--- src/rtl/rope_pkg.sv ---
// Shared types and constants for the rope fire controller.
package rope_pkg;

   localparam int unsigned PIX_W       = 11;
   localparam int unsigned SHOT_W      = 8;
   localparam int unsigned Y_FRAME_MAX = 479;

   typedef enum logic [2:0] {
      IDLE,
      ARM,
      FLY,
      HIDE,
      COOL
   } rope_state_t;

   // Rope X is the player X plus the sprite-centre offset, clamped to the right screen edge.
   function automatic logic [PIX_W-1:0] rope_x_sat(input logic [PIX_W-1:0] px,
                                                   input int unsigned     offset,
                                                   input int unsigned     xmax);
      int unsigned sum;
      sum = 32'(px) + offset;
      if (sum > xmax) begin
         return xmax[PIX_W-1:0];
      end
      return sum[PIX_W-1:0];
   endfunction

endpackage

--- src/rtl/rope_fire_if.sv ---
// Signal bundle between the game environment and the rope fire controller.
// The master side drives frame timing, the key, player position and trajectory feedback;
// the slave side (the controller) returns deploy, rope X/visibility and shot bookkeeping.
interface rope_fire_if;
   import rope_pkg::*;

   logic              startOfFrame;
   logic              fireKey;
   logic              gameActive;
   logic [PIX_W-1:0]  playerX;
   logic              ropeMovingUp;
   logic              ropeHit;

   logic              deploy;
   logic [PIX_W-1:0]  ropeX;
   logic              ropeVisible;
   logic              ropeBusy;
   logic              fireAccepted;
   logic [SHOT_W-1:0] shotCount;

   modport master (
      output startOfFrame, fireKey, gameActive, playerX, ropeMovingUp, ropeHit,
      input  deploy, ropeX, ropeVisible, ropeBusy, fireAccepted, shotCount
   );

   modport slave (
      input  startOfFrame, fireKey, gameActive, playerX, ropeMovingUp, ropeHit,
      output deploy, ropeX, ropeVisible, ropeBusy, fireAccepted, shotCount
   );

endinterface

--- src/rtl/fire_sync_edge.sv ---
// Two-flop synchronizer for the raw fire key followed by a rising-edge detector.
// rise is combinational from the flops, so the FSM acts on it three clocks after the key changes.
module fire_sync_edge (
   input  logic clk,
   input  logic reset,
   input  logic din,
   output logic level,
   output logic rise
);

   logic s1_q;
   logic s2_q;
   logic prev_q;

   // Synchronizer chain plus one delayed copy for edge detection.
   always_ff @(posedge clk or posedge reset) begin
      if (reset) begin
         s1_q   <= 1'b0;
         s2_q   <= 1'b0;
         prev_q <= 1'b0;
      end else begin
         s1_q   <= din;
         s2_q   <= s1_q;
         prev_q <= s2_q;
      end
   end

   assign level = s2_q;
   assign rise  = s2_q & ~prev_q;

endmodule

--- src/rtl/rope_fire_ctrl.sv ---
// Rope fire controller: turns the fire key into a frame-aligned deploy request, keeps one rope
// in flight at a time, tracks its lifetime and counts accepted shots.
// Optional build macro ROPE_AUTOFIRE_EN: a held key fires on level and repeats after cooldown.
module rope_fire_ctrl
   import rope_pkg::*;
#(
   parameter int unsigned COOLDOWN_FRAMES = 4,
   parameter int unsigned ROPE_X_OFFSET   = 16,
   parameter int unsigned X_MAX           = 639
) (
   input logic        clk,
   input logic        reset,
   rope_fire_if.slave bus
);

   localparam int unsigned CntW = (COOLDOWN_FRAMES < 2) ? 1 : $clog2(COOLDOWN_FRAMES + 1);

   rope_state_t       state_q, state_d;
   logic [CntW-1:0]   cool_q, cool_d;
   logic [PIX_W-1:0]  rope_x_q, rope_x_d;
   logic [SHOT_W-1:0] shots_q, shots_d;
   logic              fire_acc_q, fire_acc_d;
   logic              armed_q, armed_d;
   logic              fly_first_q, fly_first_d;

   logic              key_level;
   logic              key_rise;
   logic              fire_req;

   fire_sync_edge u_sync (
      .clk   (clk),
      .reset (reset),
      .din   (bus.fireKey),
      .level (key_level),
      .rise  (key_rise)
   );

`ifdef ROPE_AUTOFIRE_EN
   assign fire_req = key_level & armed_q;
`else
   assign fire_req = key_rise & armed_q;
`endif

   // State, counters and latched rope data.
   always_ff @(posedge clk or posedge reset) begin
      if (reset) begin
         state_q     <= IDLE;
         cool_q      <= '0;
         rope_x_q    <= '0;
         shots_q     <= '0;
         fire_acc_q  <= 1'b0;
         armed_q     <= 1'b1;
         fly_first_q <= 1'b0;
      end else begin
         state_q     <= state_d;
         cool_q      <= cool_d;
         rope_x_q    <= rope_x_d;
         shots_q     <= shots_d;
         fire_acc_q  <= fire_acc_d;
         armed_q     <= armed_d;
         fly_first_q <= fly_first_d;
      end
   end

   // Next-state logic for the rope lifetime FSM and its side effects.
   always_comb begin
      state_d     = state_q;
      cool_d      = cool_q;
      rope_x_d    = rope_x_q;
      shots_d     = shots_q;
      fire_acc_d  = 1'b0;
      fly_first_d = 1'b0;
`ifdef ROPE_AUTOFIRE_EN
      armed_d     = 1'b1;
`else
      // Re-arm only once the key has been seen released.
      armed_d     = key_level ? armed_q : 1'b1;
`endif

      unique case (state_q)
         IDLE: begin
            if (fire_req && bus.gameActive) begin
               state_d    = ARM;
               rope_x_d   = rope_x_sat(bus.playerX, ROPE_X_OFFSET, X_MAX);
               fire_acc_d = 1'b1;
               if (shots_q != '1) begin
                  shots_d = shots_q + SHOT_W'(1);
               end
`ifndef ROPE_AUTOFIRE_EN
               armed_d    = 1'b0;
`endif
            end
         end
         ARM: begin
            // The trajectory stage samples deploy only on startOfFrame.
            if (bus.startOfFrame) begin
               state_d     = FLY;
               fly_first_d = 1'b1;
            end
         end
         FLY: begin
            if (bus.ropeHit || !bus.gameActive) begin
               state_d = HIDE;
            end else if (!fly_first_q && !bus.ropeMovingUp) begin
               // movingUp lags deploy by a clock, so the first FLY cycle cannot end the rope.
               state_d = COOL;
               cool_d  = CntW'(COOLDOWN_FRAMES);
            end
         end
         HIDE: begin
            // The trajectory cannot be aborted; stay hidden until it finishes rising.
            if (!bus.ropeMovingUp) begin
               state_d = COOL;
               cool_d  = CntW'(COOLDOWN_FRAMES);
            end
         end
         COOL: begin
            if (COOLDOWN_FRAMES == 0) begin
               state_d = IDLE;
            end else if (bus.startOfFrame) begin
               if (cool_q == '0) begin
                  state_d = IDLE;
               end else begin
                  cool_d = cool_q - CntW'(1);
               end
            end
         end
         default: begin
            state_d = IDLE;
         end
      endcase
   end

   // Outputs decoded from registered state.
   always_comb begin
      bus.deploy       = (state_q == ARM);
      bus.ropeVisible  = (state_q == ARM) || (state_q == FLY);
      bus.ropeBusy     = (state_q != IDLE);
      bus.ropeX        = rope_x_q;
      bus.fireAccepted = fire_acc_q;
      bus.shotCount    = shots_q;
   end

endmodule

--- src/flat_wrapper.sv ---
// flat-port wrapper written by rule: the top's interface ports become plain ports
module rope_fire_ctrl_flat import rope_pkg::*;
#(
   parameter int unsigned COOLDOWN_FRAMES = 4,
   parameter int unsigned ROPE_X_OFFSET   = 16,
   parameter int unsigned X_MAX           = 639
)
  (clk, reset, bus_startOfFrame, bus_fireKey, bus_gameActive, bus_playerX, bus_ropeMovingUp, bus_ropeHit, bus_deploy, bus_ropeX, bus_ropeVisible, bus_ropeBusy, bus_fireAccepted, bus_shotCount);
  rope_fire_if bus_i ();
  input logic clk;
  input logic reset;
  input wire logic [$bits(bus_i.startOfFrame)-1:0] bus_startOfFrame;
  input wire logic [$bits(bus_i.fireKey)-1:0] bus_fireKey;
  input wire logic [$bits(bus_i.gameActive)-1:0] bus_gameActive;
  input wire logic [$bits(bus_i.playerX)-1:0] bus_playerX;
  input wire logic [$bits(bus_i.ropeMovingUp)-1:0] bus_ropeMovingUp;
  input wire logic [$bits(bus_i.ropeHit)-1:0] bus_ropeHit;
  output wire logic [$bits(bus_i.deploy)-1:0] bus_deploy;
  output wire logic [$bits(bus_i.ropeX)-1:0] bus_ropeX;
  output wire logic [$bits(bus_i.ropeVisible)-1:0] bus_ropeVisible;
  output wire logic [$bits(bus_i.ropeBusy)-1:0] bus_ropeBusy;
  output wire logic [$bits(bus_i.fireAccepted)-1:0] bus_fireAccepted;
  output wire logic [$bits(bus_i.shotCount)-1:0] bus_shotCount;
  assign bus_i.startOfFrame = bus_startOfFrame;
  assign bus_i.fireKey = bus_fireKey;
  assign bus_i.gameActive = bus_gameActive;
  assign bus_i.playerX = bus_playerX;
  assign bus_i.ropeMovingUp = bus_ropeMovingUp;
  assign bus_i.ropeHit = bus_ropeHit;
  assign bus_deploy = bus_i.deploy;
  assign bus_ropeX = bus_i.ropeX;
  assign bus_ropeVisible = bus_i.ropeVisible;
  assign bus_ropeBusy = bus_i.ropeBusy;
  assign bus_fireAccepted = bus_i.fireAccepted;
  assign bus_shotCount = bus_i.shotCount;
  rope_fire_ctrl #(.COOLDOWN_FRAMES(COOLDOWN_FRAMES), .ROPE_X_OFFSET(ROPE_X_OFFSET), .X_MAX(X_MAX)) u_core (.clk(clk), .reset(reset), .bus(bus_i));
endmodule
--- config.mk ---
export PLATFORM = sky130hd
export DESIGN_NAME = rope_fire_ctrl_flat
export DESIGN_NICKNAME = d
export VERILOG_FILES = /design/src/rtl/rope_pkg.sv /design/src/rtl/rope_fire_if.sv /design/src/rtl/fire_sync_edge.sv /design/src/rtl/rope_fire_ctrl.sv /design/src/flat_wrapper.sv
export SDC_FILE = /design/constraint.sdc
export NUM_CORES = 1
export LEC_CHECK = 0
export ABC_AREA = 1
export CAP_MARGIN = 20
export CORE_ASPECT_RATIO = 0.5
export CORE_MARGIN = 4
export CORE_UTILIZATION = 30
export CTS_CLUSTER_SIZE = 25
export DETAILED_ROUTE_END_ITERATION = 12
export PLACE_DENSITY = 0.6
export SYNTH_ARGS = -nofsm -noshare
export SYNTH_HDL_FRONTEND = slang
export SYNTH_SLANG_ARGS = --single-unit
--- constraint.sdc ---
create_clock -name clk -period 2.7 [get_ports clk]
set_clock_uncertainty 0.2 [all_clocks]
set_input_delay 0.81 -clock clk [delete_from_list [all_inputs] [get_ports clk]]
set_output_delay 0.81 -clock clk [all_outputs]
set_load 0.05 [all_outputs]
Word-level counts from Yosys, hierarchy flattened. Cells that the tools add are included. W data, S select, Z words.

$lt $le $gt $ge: 1. Reduce and logical (&&, ||, !) cells: 15. Equality and inequality tests: 14. Mux-type cells: 24. $add $sub $neg: 3. Bitwise gates (word level): 3.

Operators by type and width (count): $gt A32 B10 Y1 const B (1); $mux W3 (10); $mux W11 (2); $pmux W3 S5 (1); $add A11 B5 Y12 const B (1); $reduce_and A6 Y1 (2); $mux W1 (10); $ne A2 B2 Y1 const B (5); $pmux W3 S3 (1); $add A8 B1 Y8 const B (1); $ne A8 B8 Y1 const B (1); $eq A3 B2 Y1 const B (2); $logic_not A3 Y1 (2); $ne A2 B1 Y1 const B (3); $reduce_bool A3 Y1 (2); $eq A3 B1 Y1 const B (1); $eq A3 B3 Y1 const B (1); $logic_not A1 Y1 (3); $ne A3 B1 Y1 const B (1); $reduce_and A3 Y1 (1); $sub A3 B1 Y3 const B (1); $and A1 B1 Y1 (2); $logic_and A1 B1 Y1 (2); $logic_or A1 B1 Y1 (2); other kinds (2) (2).

Register bits after elaboration: 31. Output and inout port bits: 23. Logic and storage cells: 70. Input port bits: 18.

Depth between registers and ports, before layout.
Depth after elaboration: 7. Mapped depth: 9. Mapped depth without buffers: 9.

Hierarchy. From an unflattened synthesis, not the netlist that was laid out.

Cell total of the unflattened synthesis: 207. Area total of the unflattened synthesis: 1609.0 sq um.

By module, submodules not included: rope_fire_ctrl (times used 1, sequential area each 701.9 sq um, area each 1520.2 sq um, cells an instance 201); fire_sync_edge (times used 1, sequential area each 75.1 sq um, area each 88.8 sq um, cells an instance 6).

Least setup slack after synthesis. No wires, ideal clock.

Path kind: register to output. Start: register u_core.state_q[1]. End: output bus_ropeVisible. Stages on the path, launching flop included: 4. Slack: -0.681 ns. Data required time: 1.690 ns. Arrival time: 2.371 ns. Path buffers: 0. Cell sequence: dfrtp_1 -> nor3_1 -> inv_1 -> o21ai_0.

Cells in the longest elaborated chain, start to end: 2. Elaborated cells between the ends (all ways): 3. Classes of those cells: 2 x eq/ne; 1 x reduce/logical.

Ends and longest elaborated chain: from (decl) (RTL line rope_fire_ctrl.sv:18) `rope_state_t state_q, state_d;`; from (signal assigned) (RTL line rope_fire_ctrl.sv:55) `state_q <= state_d;`; $eq A3 B1 Y1; via bus_deploy (RTL line flat_wrapper.sv:18) `output wire logic [$bits(bus_i.deploy)-1:0] bus_deploy;`; $logic_or A1 B1 Y1 (RTL line rope_fire_ctrl.sv:137) `bus.ropeVisible = (state_q == ARM) || (state_q == FLY);`; to (decl) (RTL line flat_wrapper.sv:20) `output wire logic [$bits(bus_i.ropeVisible)-1:0] bus_ropeVisible;`.

The timed path passes the listed nets, and every way through them passes these cells.

Worst setup path after layout.
Start: register u_core.shots_q[4] (netlist: u_core.bus.shotCount[4]). End: output bus_shotCount[4].

RTL lines: from (decl) (RTL line rope_fire_ctrl.sv:21) `logic [SHOT_W-1:0] shots_q, shots_d;`; from (signal assigned) (RTL line rope_fire_ctrl.sv:58) `shots_q <= shots_d;`; to (decl) (RTL line flat_wrapper.sv:23) `output wire logic [$bits(bus_i.shotCount)-1:0] bus_shotCount;`.

No word-level cell between the ends.

==> flow_metrics.tcl <==
set metrics [dict create \
    hold_ws_ps 147 \
    vias 1529 \
    drive_gt1_frac 0.126 \
    synth_edf_count 0 \
    core_area_sq_mm 0.00556 \
    syn_area_sq_mm 0.00174 \
    period_needed_ps 2560 \
    grt-ovfl-total 0 \
    dieArea_sq_mm 0.00717 \
    avgSynthCellArea_sq_um 7.71 \
    p_seq_frac 0.281 \
    slew_headroom 0.657 \
    wire_per_inst_um 10.7 \
    grt_max_degree 32 \
    path_cells "clkdlybuf4s50_1" \
    dr.pass1.iters 4 \
    grt_pass1_vias 1532 \
    path_class "reg -> out" \
    leakage_nw 1.19 \
    yosysMostFrequentCell "nand2_1" \
    rows 19 \
    hold_buffers 0 \
    required_ps 1690 \
    combPwrFrac 0.504 \
    drtAntennaViolNets 0 \
    setup_viol 0 \
    intPower_mw 1.49 \
    path_buf_inv 1 \
    port_buffers 40 \
    end_kind "output port" \
    crit_fanout 6 \
    fmax_mhz 391 \
    reg2reg_from "u_core.armed_q$_DFF_PP1_" \
    ys_types 26 \
    syn2layout_area_growth_pct 40.5 \
    ys.flop_type "dfrtp_1" \
    syn_nets 249 \
    cts_sinks 31 \
    grt_pass1_wl_mm 6.60 \
    clkLatencyLatePin_ps 270 \
    die_h_um 61.9 \
    outcome "finished, final reports clean" \
    slew_violations 0 \
    hp-start "u_core.u_sync.s1_q$_DFF_PP0_" \
    dr.first_iter.drc_count 86 \
    p_sw_frac 0.439 \
    synth_warnings 0 \
    drc 0 \
    rsz0062_at_grt "no" \
    power.switching_mw 1.17 \
    crit_path_start_kind "flop" \
    fin_nets 300 \
    wirelength_mm 3.75 \
    cts-resized-gates 0 \
    cts_inserted_buffers 5 \
    antenna_found_initial 0 \
    yosysSeqAreaShare 0.446 \
    gp_congestion 0.824 \
    finalCritPeriodShare 0.948 \
    htreeDepth 2 \
    critPathLaunch "u_core.bus.shotCount[4]$_DFFE_PP0P_" \
    synth-seq-cells 31 \
    ir_worst_vdd_uv 653 \
    hold_viol_final 0 \
    worst_slew_pin_slew_ps 512 \
    critPathMaxStageDelay_ps 840 \
    die_w_um 116 \
    power_density_mw_per_mm2 1090 \
    ys_top_cells_by_area "dfrtp_1, nand2_1, inv_1" \
    yosys.area.top_type_share 0.431 \
    cpLargestDelayFamily "buffers and inverters" \
    cts_tree "done" \
    crit_slowest_cell "clkdlybuf4s50_1" \
    hold_class "reg -> reg" \
    synth_top_area_cell "dfrtp_1" \
    start_util 0.313 \
    synth_common_cells "nand2_1, dfrtp_1, inv_1, nor2_1, nand3_1" \
    grt_use_total 0.117 \
    clock_power_share 0.215 \
    async_reset_ff_frac 1.00 \
    crit_arrival_ps 1550 \
    diodes 0 \
    hpwl_mm 2.90 \
    setup_tns_ps 0 \
    clkTransAtPathRegs_ps 50 \
    ios 41 \
    maxCapViolations 0 \
    avgViaCountPerCell 4.36 \
    cts-root-buf "clkbuf_16" \
    cts_setup_buffers 0 \
    clockBufferDepth 2 \
    synth_cells 226 \
]
per-stage QoR:
step,cells,util,setup slack [ps],power [mW],instance area [sq um]
2_1_floorplan,226,-,0.115,1.67,1750
3_3_place_gp,343,0.412,184,2.09,2290
5_1_grt,351,0.440,94.5,2.83,2450
3_5_place_dp,343,0.412,126,2.10,2290
6_report,351,0.440,142,2.66,2450
4_1_cts,351,0.440,125,2.69,2450
cells by family after synthesis:
group / count (synthesis) / synth area share
compound gates: 11 / 0.0416
fa+ha+maj: 5 / 0.0359
simple gates: 137 / 0.355
xor+xnor: 9 / 0.0452
flops: 31 / 0.446
buf+inv: 33 / 0.0761
worst reg2reg max path: cells and delay by family, from the launching register on:
| kind | cells | cell delay, ps |
|---|---|---|
| AND/OR/NAND/NOR | 6 | 650 |
| buffers and inverters | 2 | 220 |
| flip-flops | 1 | 520 |
cells in the final DEF (no fill, tap or decap):
master	instances
inv_1	28
or2_0	4
o21ai_0	4
xor2_1	4
or2_2	3
clkbuf_1	1
dfstp_2	1
nand2_1	71
nand4_1	9
nand2_4	1
nor3_4	1
ha_1	5
xnor2_1	5
nor3_1	5
nor2_4	1
o21ai_1	4
o31ai_1	1
inv_2	3
buf_12	2
clkbuf_16	5
nand3_1	14
nor2_1	21
dfrtp_1	30
clkbuf_8	2
buf_4	7
o21ai_2	1
nor2_2	2
o21ai_4	1
clkdlybuf4s50_1	37
nand2_2	3
nand3_2	2
worst paths after layout:
path / slack (ps) / end / cells after the start
hold reg to reg: 150 / u_core.u_sync.level$_DFF_PP0_ / 0
min in group asynchronous: 710 / u_core.cool_q[2]$_DFFE_PP0P_ / 3
setup / recovery: 140 / bus_shotCount[4] / 1
setup reg to reg: 1000 / u_core.bus.ropeX[0]$_DFFE_PP0P_ / 8
hold / removal: 150 / u_core.u_sync.level$_DFF_PP0_ / 0
max in group asynchronous: 1260 / u_core.armed_q$_DFF_PP1_ / 3
cell type report:
cell class | count | area, sq um
Inverter | 31 | 116
Sequential cell | 31 | 777
Timing Repair Buffer | 46 | 463
Fill cell | 579 | 3110
Clock buffer | 8 | 156
Tap cell | 73 | 91.3
Multi-Input combinational cell | 162 | 845
registers in the layout, summed over array words and instances, names as in the netlist:
register	cells
u_core.bus.ropeX	11
u_core.armed_q	1
u_core.bus.shotCount	8
u_core.u_sync.s1_q	1
u_core.state_q	3
u_core.u_sync.prev_q	1
u_core.u_sync.level	1
u_core.fly_first_q	1
u_core.cool_q	3
u_core.bus.fireAccepted	1
per-layer routing:
| layer | vias to the layer above | share of wire | global-route usage |
|---|---|---|---|
| met5 | - | 0 | 0 |
| met1 | 687 | 0.48 | 0.143 |
| li1 | 812 | - | - |
| met3 | 8 | 0.033 | 0.0290 |
| met4 | 0 | 0.019 | 0.0562 |
| met2 | 22 | 0.46 | 0.200 |
power groups by stage:
stage	clock (mW)	sequential, mW	combinational [mW]
after global placement	0	0.752	1.33
after CTS	0.589	0.748	1.35
final	0.570	0.747	1.34
after detailed placement	0	0.755	1.35
after global routing	0.610	0.767	1.46
after floorplan	0	1.08	0.590
Note: power is estimated with default switching activity, not from simulation.
